**config.mk**
```make
export PLATFORM = sky130hd
export DESIGN_NAME = march_ctrl
export DESIGN_NICKNAME = d
export VERILOG_FILES = /design/src/rtl/march_ctrl.sv
export SDC_FILE = /design/constraint.sdc
export NUM_CORES = 1
export LEC_CHECK = 0
export BUFFER_PORTS_ARGS = -buffer_cell sky130_fd_sc_hd__buf_2
export CAP_MARGIN = 20
export CORE_UTILIZATION = 50
export CTS_CLUSTER_DIAMETER = 120
export DETAILED_ROUTE_END_ITERATION = 7
export PLACE_DENSITY = 0.83
export SYNTH_ARGS = -nofsm -noshare
export SYNTH_HDL_FRONTEND = slang
export SYNTH_SLANG_ARGS = --single-unit
export TNS_END_PERCENT = 10
```
**constraint.sdc**
```tcl
create_clock -name clk -period 4.78 [get_ports clk]
set_input_delay 0.478 -clock clk [delete_from_list [all_inputs] [get_ports clk]]
set_output_delay 0.478 -clock clk [all_outputs]
set_load 0.02 [all_outputs]
```
**src/rtl/march_ctrl.sv**
```systemverilog
// March C- BIST sequencer: steers adr_gen through the six march elements,
// strobes a single-port memory and checks read data against the background.
module march_ctrl #(
    parameter int unsigned ADR_SIZE   = 4,
    parameter int unsigned DATA_WIDTH = 8
) (
    input  logic                  clk,
    input  logic                  rst,
    input  logic                  start,
    input  logic [ADR_SIZE-1:0]   adress,
    input  logic                  adr_c_out,
    output logic                  adr_rst,
    output logic                  adr_pr_res,
    output logic                  adr_en,
    output logic                  adr_up_down,
    output logic                  mem_re,
    output logic                  mem_we,
    output logic [DATA_WIDTH-1:0] mem_wdata,
    input  logic [DATA_WIDTH-1:0] mem_rdata,
    output logic                  busy,
    output logic                  done,
    output logic                  fail,
    output logic [ADR_SIZE-1:0]   fail_adr
);

    typedef enum logic [2:0] {
        S_IDLE,
        S_SETUP,
        S_RD,
        S_WR,
        S_CMP,
        S_DONE
    } state_t;

    state_t                state_q, state_d;
    logic [2:0]            elem_q, elem_d;
    logic                  last_q, last_d;
    logic                  fail_q, fail_d;
    logic [ADR_SIZE-1:0]   fail_adr_q, fail_adr_d;

    logic                  elem_up;
    logic                  exp_bit;
    logic                  wr_bit;
    logic                  last;
    logic                  mismatch;

    // M3/M4 walk downwards; M2/M4 expect ones; M1/M3 write ones.
    assign elem_up  = (elem_q != 3'd3) && (elem_q != 3'd4);
    assign exp_bit  = (elem_q == 3'd2) || (elem_q == 3'd4);
    assign wr_bit   = (elem_q == 3'd1) || (elem_q == 3'd3);
    assign mismatch = (mem_rdata != {DATA_WIDTH{exp_bit}});
    // adr_c_out may only be high in the first cycle at the final address.
    assign last     = adr_c_out | last_q;

    always_ff @(posedge clk or posedge rst) begin
        if (rst) begin
            state_q    <= S_IDLE;
            elem_q     <= '0;
            last_q     <= 1'b0;
            fail_q     <= 1'b0;
            fail_adr_q <= '0;
        end else begin
            state_q    <= state_d;
            elem_q     <= elem_d;
            last_q     <= last_d;
            fail_q     <= fail_d;
            fail_adr_q <= fail_adr_d;
        end
    end

    always_comb begin
        state_d     = state_q;
        elem_d      = elem_q;
        last_d      = last_q | adr_c_out;
        fail_d      = fail_q;
        fail_adr_d  = fail_adr_q;
        adr_rst     = 1'b0;
        adr_pr_res  = 1'b0;
        adr_en      = 1'b0;
        adr_up_down = 1'b0;
        mem_re      = 1'b0;
        mem_we      = 1'b0;
        mem_wdata   = '0;

        unique case (state_q)
            S_IDLE, S_DONE: begin
                if (start) begin
                    state_d    = S_SETUP;
                    elem_d     = '0;
                    fail_d     = 1'b0;
                    fail_adr_d = '0;
                end
            end
            S_SETUP: begin
                adr_up_down = elem_up;
                adr_rst     = elem_up;
                adr_pr_res  = ~elem_up;
                last_d      = 1'b0;
                state_d     = (elem_q == 3'd0) ? S_WR : S_RD;
            end
            S_RD: begin
                adr_up_down = elem_up;
                mem_re      = 1'b1;
                state_d     = (elem_q == 3'd5) ? S_CMP : S_WR;
            end
            S_WR, S_CMP: begin
                adr_up_down = elem_up;
                // A mismatch aborts in place: no write, no address step.
                if ((elem_q != 3'd0) && mismatch) begin
                    fail_d     = 1'b1;
                    fail_adr_d = adress;
                    state_d    = S_DONE;
                end else begin
                    if (state_q == S_WR) begin
                        mem_we    = 1'b1;
                        mem_wdata = {DATA_WIDTH{wr_bit}};
                    end
                    if (!last) begin
                        adr_en  = 1'b1;
                        state_d = (elem_q == 3'd0) ? S_WR : S_RD;
                    end else if (elem_q == 3'd5) begin
                        state_d = S_DONE;
                    end else begin
                        state_d = S_SETUP;
                        elem_d  = elem_q + 3'd1;
                    end
                end
            end
            default: state_d = S_IDLE;
        endcase
    end

    assign busy     = (state_q == S_SETUP) || (state_q == S_RD) ||
                      (state_q == S_WR)    || (state_q == S_CMP);
    assign done     = (state_q == S_DONE);
    assign fail     = fail_q;
    assign fail_adr = fail_adr_q;

endmodule

```
==> flow_metrics.env <==
export IMPL_cts_htree_levels=1
export IMPL_globalplace_congestion=0.865
export IMPL_cts_path_max_buffers=2
export IMPL_final_min_clock_period_ps=3140
export IMPL_postCtsSetupRepairBufs=0
export IMPL_maxSlewHeadroom=0.440
export IMPL_holdCritPathClass="input port to asynchronous set/reset pin"
export IMPL_clock_fmax_ghz=0.318
export IMPL_num_antenna_cells=0
export IMPL_setup_violations=0
export IMPL_detail_route_wirelength_mm=1.96
export IMPL_drcViolationCount=0
export IMPL_synth_cells=105
export IMPL_clock_skew_ps=0.672
export IMPL_yosys_top_cells_area="dfrtp_1 (34%), buf_4 (6.8%), ha_1 (5.6%)"
export IMPL_cpMaxStageDelayCell="nor4_1"
export IMPL_startpoint_type="register"
export IMPL_synth_top_area_frac=0.339
export IMPL_vias=862
export IMPL_worst_slew_pin_slew_ps=832
export IMPL_r2r_start="elem_q[0]"
export IMPL_final_setup_worst_slack_ps=1640
export IMPL_fp_dieW_um=44.1
export IMPL_firstDrtPassIters=6
export IMPL_drive_gt1_frac=0.336
export IMPL_start_util=0.562
export IMPL_grt_pass1_wl_mm=3.24
export IMPL_grt_ovfl_total=0
export IMPL_avgSynthCellArea_sq_um=8.44
export IMPL_reg2reg_depth=7
export IMPL_yosys_warnings=0
export IMPL_ys_seq_area_frac=0.339
export IMPL_hpwl_mm=1.55
export IMPL_cts_root_buf="clkbuf_4"
export IMPL_p_leak_nw=0.559
export IMPL_vias_per_cell=5.75
export IMPL_numCtsBuffers=3
export IMPL_cp_max_fo=8
export IMPL_synth_common_cells="dfrtp_1 (12), nor2_1 (12), buf_4 (8), nand2_1 (8), inv_1 (7)"
export IMPL_cts_sinks=12
export IMPL_numPortBuffers=36
export IMPL_worstSetupPathType="register to primary output"
export IMPL_synth_edff_count=0
export IMPL_row_count=14
export IMPL_post_place_ws_ps=1750
export IMPL_placed_area_sq_um=1010
export IMPL_pwr_density_cell_nw_per_um2=655
export IMPL_final_antenna_net_count=0
export IMPL_synth_seq_cells=12
export IMPL_crit_arrival_ps=2660
export IMPL_reg2reg_slack_ps=2740
export IMPL_grt_pass1_vias=766
export IMPL_clock_latency_ps=270
export IMPL_grtUsageTotal=0.224
export IMPL_fin_cells=150
export IMPL_rr_endpoint="elem_q[2]"
export IMPL_drt_initial_drc_count=37
export IMPL_maxCapViolCount=0
export IMPL_cp_end_kind="primary output"
export IMPL_critPathMaxStageDelay_ps=720
export IMPL_grt_start_max_net_pins=13
export IMPL_timing_critical_path_cells="inv_1 > ha_1 > mux2_2 > o211ai_1 > nand2_2 > nor4_1 > buf_2"
export IMPL_die_area_sq_um=1940
export IMPL_antenna_found_initial=0
export IMPL_dieHeight_um=44.1
export IMPL_status="finished clean"
export IMPL_io_pins=37
export IMPL_yosys_area_top_type="dfrtp_1"
export IMPL_syn_area_sq_um=886
export IMPL_wl_per_cell_um=13.1
export IMPL_synthFlopType="dfrtp_1"
export IMPL_cts_resized=0
export IMPL_hold_ws_ps=186
export IMPL_synth_async_reset_ratio=1.00
export IMPL_rsz0062_at_grt="no"
export IMPL_crit_required_ps=4300
export IMPL_finalCritPeriodShare=0.657
export IMPL_design_area_sq_um=1050
export IMPL_power_total_mw=0.688
export IMPL_setup_tns_ps=0
export IMPL_cts_tree="done"
export IMPL_maxSlewViolCount=0
export IMPL_placed_cells=146
export IMPL_syn_nets=125
export IMPL_nets=155
export IMPL_cts_hold_fix_buffers=0
export IMPL_synthToLayoutAreaGrowth_pct=18.6
export IMPL_synth_cell_type_count=33
export IMPL_coreArea_sq_um=1580
export IMPL_clk_pin_slew_worst_paths_ps=70
export IMPL_hold_violations=0
export IMPL_ir_worst_vdd_v=0.000346
export IMPL_post_route_util=0.667
==> layout make-up <==
class	count	area [sq um]
multi-input cells	75	488
clock buffers	4	36.3
flip-flops and latches	12	300
well taps	16	20.0
fillers	142	526
inverters	7	26.3
repair buffers	36	180
==> worst max-delay path: cells and delay by family, from the launching register on <==
kind	cells	cell delay, ps
adders and majority gates	1	250
AOI/OAI and AO/OA	1	180
and+or+nand+nor	2	880
muxes	1	300
buffers and inverters	2	410
DFF	1	370
==> cells by family (layout without fill, tap and decap cells) <==
| logic type | Yosys count | in the layout | synth area share |
|---|---|---|---|
| compound gates | 25 | 25 | 0.210 |
| xor+xnor | 1 | 1 | 0.00989 |
| fa+ha+maj | 4 | 4 | 0.0565 |
| buf+inv | 18 | 47 | 0.110 |
| flops | 12 | 12 | 0.339 |
| mux | 3 | 3 | 0.0367 |
| simple gates | 42 | 42 | 0.237 |
==> flip-flops by register name, summed over array words and instances, names as in the netlist <==
name,count
fail_adr,4
elem_q,3
state_q,3
fail,1
last_q,1
==> routing by layer <==
metal	global-route usage	wire length [um]
met1	0.313	886
met2	0.338	951
met3	0.0735	120
met4	0.0545	0
met5	0	0
==> report_power, final <==
| group | leakage, nW | switching, mW | internal (mW) |
|---|---|---|---|
| clock network | 0.0210 | 0.0321 | 0.0463 |
| registers | 0.155 | 0.0446 | 0.136 |
| logic | 0.383 | 0.273 | 0.156 |
==> layout by cell type, fill, tap and decap left out <==
master | netlist | layout
nand4_1 | 3 | 3
nand2b_1 | 3 | 3
o211ai_1 | 4 | 4
mux2i_1 | 1 | 1
a22o_1 | 5 | 5
or2_2 | 1 | 1
nor3_1 | 4 | 4
clkbuf_8 | 0 | 1
nand3b_1 | 1 | 1
o22ai_1 | 3 | 3
o311ai_0 | 1 | 1
and3_1 | 1 | 1
nor2_1 | 12 | 12
o22a_1 | 1 | 1
nor4_1 | 2 | 2
ha_1 | 4 | 4
a21oi_1 | 4 | 4
xor2_1 | 1 | 1
buf_2 | 0 | 36
nand3_1 | 2 | 2
a221o_1 | 1 | 1
nand2_2 | 1 | 1
o21a_1 | 1 | 1
o21bai_1 | 1 | 1
o21ai_0 | 2 | 2
a2111oi_0 | 1 | 1
nand2_1 | 8 | 8
clkbuf_4 | 0 | 3
nor2b_1 | 1 | 1
or4_1 | 3 | 3
dfrtp_1 | 12 | 12
mux2_2 | 2 | 2
inv_1 | 7 | 7
o211ai_2 | 1 | 1
==> worst max-delay path by stage <==
| stage | startpoint | slack (ps) | end | depth (start not counted) |
|---|---|---|---|---|
| 6_report | elem_q[0] | 1640 | mem_wdata[2] | 7 |
| 5_1_grt | elem_q[0] | 1480 | mem_wdata[2] | 7 |
| 3_5_place_dp | mem_rdata[4] | 1750 | mem_wdata[2] | 6 |
| 2_1_floorplan | mem_rdata[4] | 1420 | mem_wdata[1] | 5 |
| 4_1_cts | elem_q[0] | 1640 | mem_wdata[2] | 7 |
| 3_3_place_gp | mem_rdata[4] | 1880 | mem_wdata[1] | 6 |
No activity file was read; power rests on OpenSTA's default activity.
